### src/rtl/shift_ctrl_pkg.sv
// Shared types and constants for the shift-register command sequencer.
// Optional feature macro used by the controller: SHIFT_CTRL_ROTATE_EN.
package shift_ctrl_pkg;

  localparam int DEF_WIDTH = 4;
  localparam int DEF_CNT_W = 3;

  localparam logic DIR_LEFT  = 1'b0;
  localparam logic DIR_RIGHT = 1'b1;

  typedef enum logic [1:0] {
    IDLE  = 2'd0,
    LOAD  = 2'd1,
    SHIFT = 2'd2,
    DONE  = 2'd3
  } state_e;

endpackage

### src/rtl/shift_ctrl_counter.sv
// Loadable down-counter holding the remaining shift count; saturates at zero.
// Latency 1 cycle from load/dec to count; no backpressure.
module shift_ctrl_counter #(
  parameter int W = 3
) (
  input  logic         clockPulse,
  input  logic         Reset,
  input  logic         load_i,
  input  logic [W-1:0] load_val_i,
  input  logic         dec_i,
  output logic [W-1:0] cnt_o,
  output logic         zero_o,
  output logic         tc_o
);

  logic [W-1:0] cnt_q;

  always_ff @(posedge clockPulse or posedge Reset) begin
    if (Reset) begin
      cnt_q <= '0;
    end else if (load_i) begin
      cnt_q <= load_val_i;
    end else if (dec_i && (cnt_q != '0)) begin
      cnt_q <= cnt_q - 1'b1;
    end
  end

  assign cnt_o  = cnt_q;
  assign zero_o = (cnt_q == '0);
  // Terminal count: the shift being performed now is the last one.
  assign tc_o   = (cnt_q == W'(1));

endmodule

### src/rtl/shift_register_controller.sv
// Command sequencer for the 4-bit priority shift register: load, then N shifts, then done pulse.
// Command accepted only in IDLE (cmdReady); N+2 cycles per command. Macro: SHIFT_CTRL_ROTATE_EN.
module shift_register_controller
  import shift_ctrl_pkg::*;
#(
  parameter int WIDTH = DEF_WIDTH,
  parameter int CNT_W = DEF_CNT_W
) (
  input  logic             clockPulse,
  input  logic             Reset,
  input  logic             cmdValid,
  output logic             cmdReady,
  input  logic             cmdDir,
  input  logic [WIDTH-1:0] cmdData,
  input  logic [CNT_W-1:0] cmdCount,
  input  logic             cmdFill,
  input  logic             ShiftOutput,
  output logic             ParallelLoad,
  output logic             ShiftLeft,
  output logic             ShiftRight,
  output logic             ShiftInput,
  output logic [WIDTH-1:0] Data,
  output logic             serialOut,
  output logic             serialValid,
  output logic             busy,
  output logic             done
);

  localparam logic [CNT_W-1:0] CNT_MAX = CNT_W'(WIDTH);

  state_e           state_q;
  logic             ready_q, pl_q, sl_q, sr_q, sv_q, busy_q, done_q;
  logic             dir_q;
  logic [WIDTH-1:0] data_q;
  logic [CNT_W-1:0] cnt_d;
  logic [CNT_W-1:0] cnt_rem;
  logic             cnt_zero, cnt_tc, accept;
`ifndef SHIFT_CTRL_ROTATE_EN
  logic             fill_q;
`endif

  assign accept = (state_q == IDLE) && cmdValid && ready_q;
  assign cnt_d  = (cmdCount > CNT_MAX) ? CNT_MAX : cmdCount;

  shift_ctrl_counter #(.W(CNT_W)) u_cnt (
    .clockPulse (clockPulse),
    .Reset      (Reset),
    .load_i     (accept),
    .load_val_i (cnt_d),
    .dec_i      (state_q == SHIFT),
    .cnt_o      (cnt_rem),
    .zero_o     (cnt_zero),
    .tc_o       (cnt_tc)
  );

  always_ff @(posedge clockPulse or posedge Reset) begin
    if (Reset) begin
      state_q <= IDLE;
      ready_q <= 1'b0;
      pl_q    <= 1'b0;
      sl_q    <= 1'b0;
      sr_q    <= 1'b0;
      sv_q    <= 1'b0;
      busy_q  <= 1'b0;
      done_q  <= 1'b0;
      dir_q   <= DIR_LEFT;
      data_q  <= '0;
`ifndef SHIFT_CTRL_ROTATE_EN
      fill_q  <= 1'b0;
`endif
    end else begin
      case (state_q)
        IDLE: begin
          if (accept) begin
            state_q <= LOAD;
            ready_q <= 1'b0;
            pl_q    <= 1'b1;
            busy_q  <= 1'b1;
            dir_q   <= cmdDir;
            data_q  <= cmdData;
`ifndef SHIFT_CTRL_ROTATE_EN
            fill_q  <= cmdFill;
`endif
          end else begin
            ready_q <= 1'b1;
          end
        end
        LOAD: begin
          pl_q <= 1'b0;
          if (!cnt_zero) begin
            state_q <= SHIFT;
            // Strobes decoded from one direction bit, so never both high.
            sl_q    <= (dir_q == DIR_LEFT);
            sr_q    <= (dir_q == DIR_RIGHT);
            sv_q    <= 1'b1;
          end else begin
            state_q <= DONE;
            done_q  <= 1'b1;
          end
        end
        SHIFT: begin
          if (cnt_tc) begin
            state_q <= DONE;
            sl_q    <= 1'b0;
            sr_q    <= 1'b0;
            sv_q    <= 1'b0;
            done_q  <= 1'b1;
          end
        end
        DONE: begin
          state_q <= IDLE;
          done_q  <= 1'b0;
          busy_q  <= 1'b0;
          ready_q <= 1'b1;
        end
        default: state_q <= IDLE;
      endcase
    end
  end

  assign cmdReady     = ready_q;
  assign ParallelLoad = pl_q;
  assign ShiftLeft    = sl_q;
  assign ShiftRight   = sr_q;
  assign serialValid  = sv_q;
  assign busy         = busy_q;
  assign done         = done_q;
  assign Data         = data_q;
  assign serialOut    = sv_q & ShiftOutput;
`ifdef SHIFT_CTRL_ROTATE_EN
  assign ShiftInput   = sv_q & ShiftOutput;
`else
  assign ShiftInput   = sv_q & fill_q;
`endif

endmodule

### config.mk
export PLATFORM = sky130hd
export DESIGN_NAME = shift_register_controller
export DESIGN_NICKNAME = d
export VERILOG_FILES = /design/src/rtl/shift_ctrl_pkg.sv /design/src/rtl/shift_ctrl_counter.sv /design/src/rtl/shift_register_controller.sv
export SDC_FILE = /design/constraint.sdc
export NUM_CORES = 1
export LEC_CHECK = 0
export ABC_AREA = 1
export BUFFER_PORTS_ARGS = -buffer_cell sky130_fd_sc_hd__buf_2
export CORE_MARGIN = 1
export CORE_UTILIZATION = 55
export DETAILED_ROUTE_END_ITERATION = 16
export PLACE_DENSITY = 0.9
export SKIP_LAST_GASP = 1
export SLEW_MARGIN = 10
export SYNTH_ARGS = -nofsm -noshare
export SYNTH_HDL_FRONTEND = slang
export SYNTH_HIERARCHICAL = 1
export SYNTH_SLANG_ARGS = --single-unit
### constraint.sdc
create_clock -name clockPulse -period 2.75 [get_ports clockPulse]
set_clock_uncertainty 0.05 [all_clocks]
set_input_delay 0.4125 -clock clockPulse [delete_from_list [all_inputs] [get_ports clockPulse]]
set_output_delay 0.4125 -clock clockPulse [all_outputs]
set_load 0.005 [all_outputs]
==> out/summary.txt <==
Routed WL per cell = 10.58 um
Area contributors post-synth = dfrtp_1, nand2_1, ha_1
critical path buffer and inverter count = 3
clk sink count = 18
Routed Antenna Nets = 0
synthesized area per cell = 7.598 sq um
Core ar. = 1764 sq um
port buffer count = 25
Die Y = 45.66 um
max reg flops = 4
Post-Synth Simple-Gate Area = 30.31%
CTS tree = done
final WL = 2032 um
proportion of layout cells with a drive suffix above 1 = 22.16%
Clock Tree Root = clkbuf_4
Hold Crit Endpoint = Data[2]
multi-input logic area = 488.0 sq um
register clock-pin slew on the reported worst setup and hold paths = 0.10 ns
worst-case reg-to-reg path depth = 9
grt total ovfl = 0
Final period util = 61.34%
largest net degree at the start of global routing = 16
Worst R2R Start = state_q[0]
crit path max fanout = 15
antenna violations before repair = 0
fin crit period = 1.687 ns
clk buf depth = 2
Worst Min Path Start = cmdData[2]
Crit path arrival time = 1.88 ns
Crit Reg-Reg Endpoint = u_cnt/cnt_o[2]
Max IR drop VDD = 0.7000 mV
cell class contributing the biggest share of worst-path delay = flip-flops
Post-Syn Nets = 160
mapped cell area = 1049 sq um
total track usage = 23.83%
Yosys warning total = 6
worst-skew pair later-pin latency = 0.29 ns
Compound-Gate Fraction of Synth Area = 5.489%
type of the worst min-delay path = in -> reg
Max Freq = 592.8 MHz
Power Density = 1134 nW/um^2
Ports = 26
CP Launch Type = register
vias in the first global route = 877
TritonCTS Buffers = 3
Post-route DRC = 0
die area = 2085 sq um
post-DP HPWL = 1640 um
register area = 450.4 sq um
DR vias = 934
P_leak = 0.7349 nW
sequential-to-total area share from yosys stat = 42.96%
smallest hold slack = 0.2576 ns
post-route setup TNS = 0 ns
crit-path cells = inv_1 > ha_1 > nand3_4 > clkinv_4 > inv_1 > nand3_1 > nand2_1 > nand2_1 > nand2_1
Setup WS post-layout = 1.063 ns
GPL Wtd Cong = 0.8014
Chip Width = 45.66 um
Finish-stage setup viols = 0
n_diodes = 0
Critical Path RT = 2.94 ns
most common cell after layout, fill and taps aside = nand2_1
filler cell count = 167
mux share of post-synthesis cell area = 0%
Final Slew Violations = 0
CP max stage delay = 0.46 ns
cts repair resizes = 0
Hold Path Stages = 3
Synth Area in XOR/XNOR = 0%
post-CTS repair timing setup buffer count = 0
register-to-register path setup slack = 1.06 ns
Starting Density = 59.43%
Seq cells post-synth = 18
Crit-path slowest cell = dfrtp_1
fin nets = 190
largest family of logic cells by synthesized area = simple AND/OR/NAND/NOR gates
Starting DRT DRC Count = 16
via/cell ratio = 4.865
worst-margin pin slew = 0.5605 ns
count of cell types in the netlist = 18
worst slack at placement = 1.091 ns
first drt pass iteration count = 4
critical path class = reg -> reg
cell count after synthesis = 138
final hold vios = 0
# H-tree levels = 1
area leader, netlist = dfrtp_1
cell mode on critical path = nand2_1
status = finished clean
most frequent cells in the layout = nand2_1, inv_1, buf_2
Layout area overhead = 18.97%
post-synth top area share = 42.96%
Slew HR = 62.59%
Synth Area in Adders = 10.74%
Hold-fix buffers, CTS = 1
maxcap violations = 0
num rows = 15
RSZ-0062 raised after global routing = no
critical path capture point type = register
first-pass GRT wire length = 3415 um
-- logic make-up after synthesis --
logic type	count (synthesis)
AND/OR/NAND/NOR	74
buffers and inverters	28
flip-flops	18
AO/OA/AOI/OAI	9
adder cells (fa/ha/maj)	9
-- synth_stat cells, drive strengths merged --
cell type and n:
or2 1, clkinv 1, nand4 1, nand3 10
dfrtp 18, nor2 6, ha 9, o211ai 1
o21ai 5, a21oi 2, nand2 56, inv 26
clkbuf 1, o21a 1
-- where the power goes --
| group | internal, mW | total, mW | switching (mW) |
|---|---|---|---|
| clock | 0.0807 | 0.164 | 0.0834 |
| sequential | 0.396 | 0.498 | 0.102 |
| combinational | 0.300 | 0.752 | 0.452 |
-- cell type report --
class	count	share of cell area, %
Tap cell	25	2.508
Inverter	27	8.526
Clock buffer	4	2.909
Multi-Input combinational cell	92	39.12
Timing Repair Buffer	26	10.83
Sequential cell	18	36.11
-- through the flow --
step	area (sq um)	util (%)	power (mW)	instances
3_5_place_dp	1201	68.09	1.257	187
4_1_cts	1247	70.71	1.431	192
3_3_place_gp	1201	68.09	1.206	187
6_report	1247	70.71	1.414	192
5_1_grt	1247	70.71	1.582	192
2_1_floorplan	1049	-	1.032	138
-- tightest hold or removal path, cell delays in order --
cell	delay, ns
buf_2	0.08
nand2_1	0.04
nand2_1	0.05
-- per-layer routing --
layer / up-vias / wire length (um) / track usage [%] / share of wire [%]
met5: - / 0 / 0 / 0
met4: 0 / 20 / 12.12 / 0.98
met3: 4 / 62 / 5.159 / 3.1
met2: 21 / 1146 / 43.43 / 56
met1: 434 / 802 / 25.38 / 39
li1: 475 / - / - / -
-- how the worst max path moves through the flow --
stage / depth (start not counted) / end / startpoint / slack [ns]
3_5_place_dp: 9 / u_cnt/cnt_o[2] / state_q[0] / 1.09
3_3_place_gp: 9 / u_cnt/cnt_o[2] / state_q[0] / 1.20
5_1_grt: 9 / u_cnt/cnt_o[2] / state_q[0] / 0.88
2_1_floorplan: 9 / u_cnt/cnt_o[2] / state_q[0] / 1.26
6_report: 9 / u_cnt/cnt_o[2] / state_q[0] / 1.06
4_1_cts: 9 / u_cnt/cnt_o[2] / state_q[0] / 1.06
(Power assumes the default switching activity.)
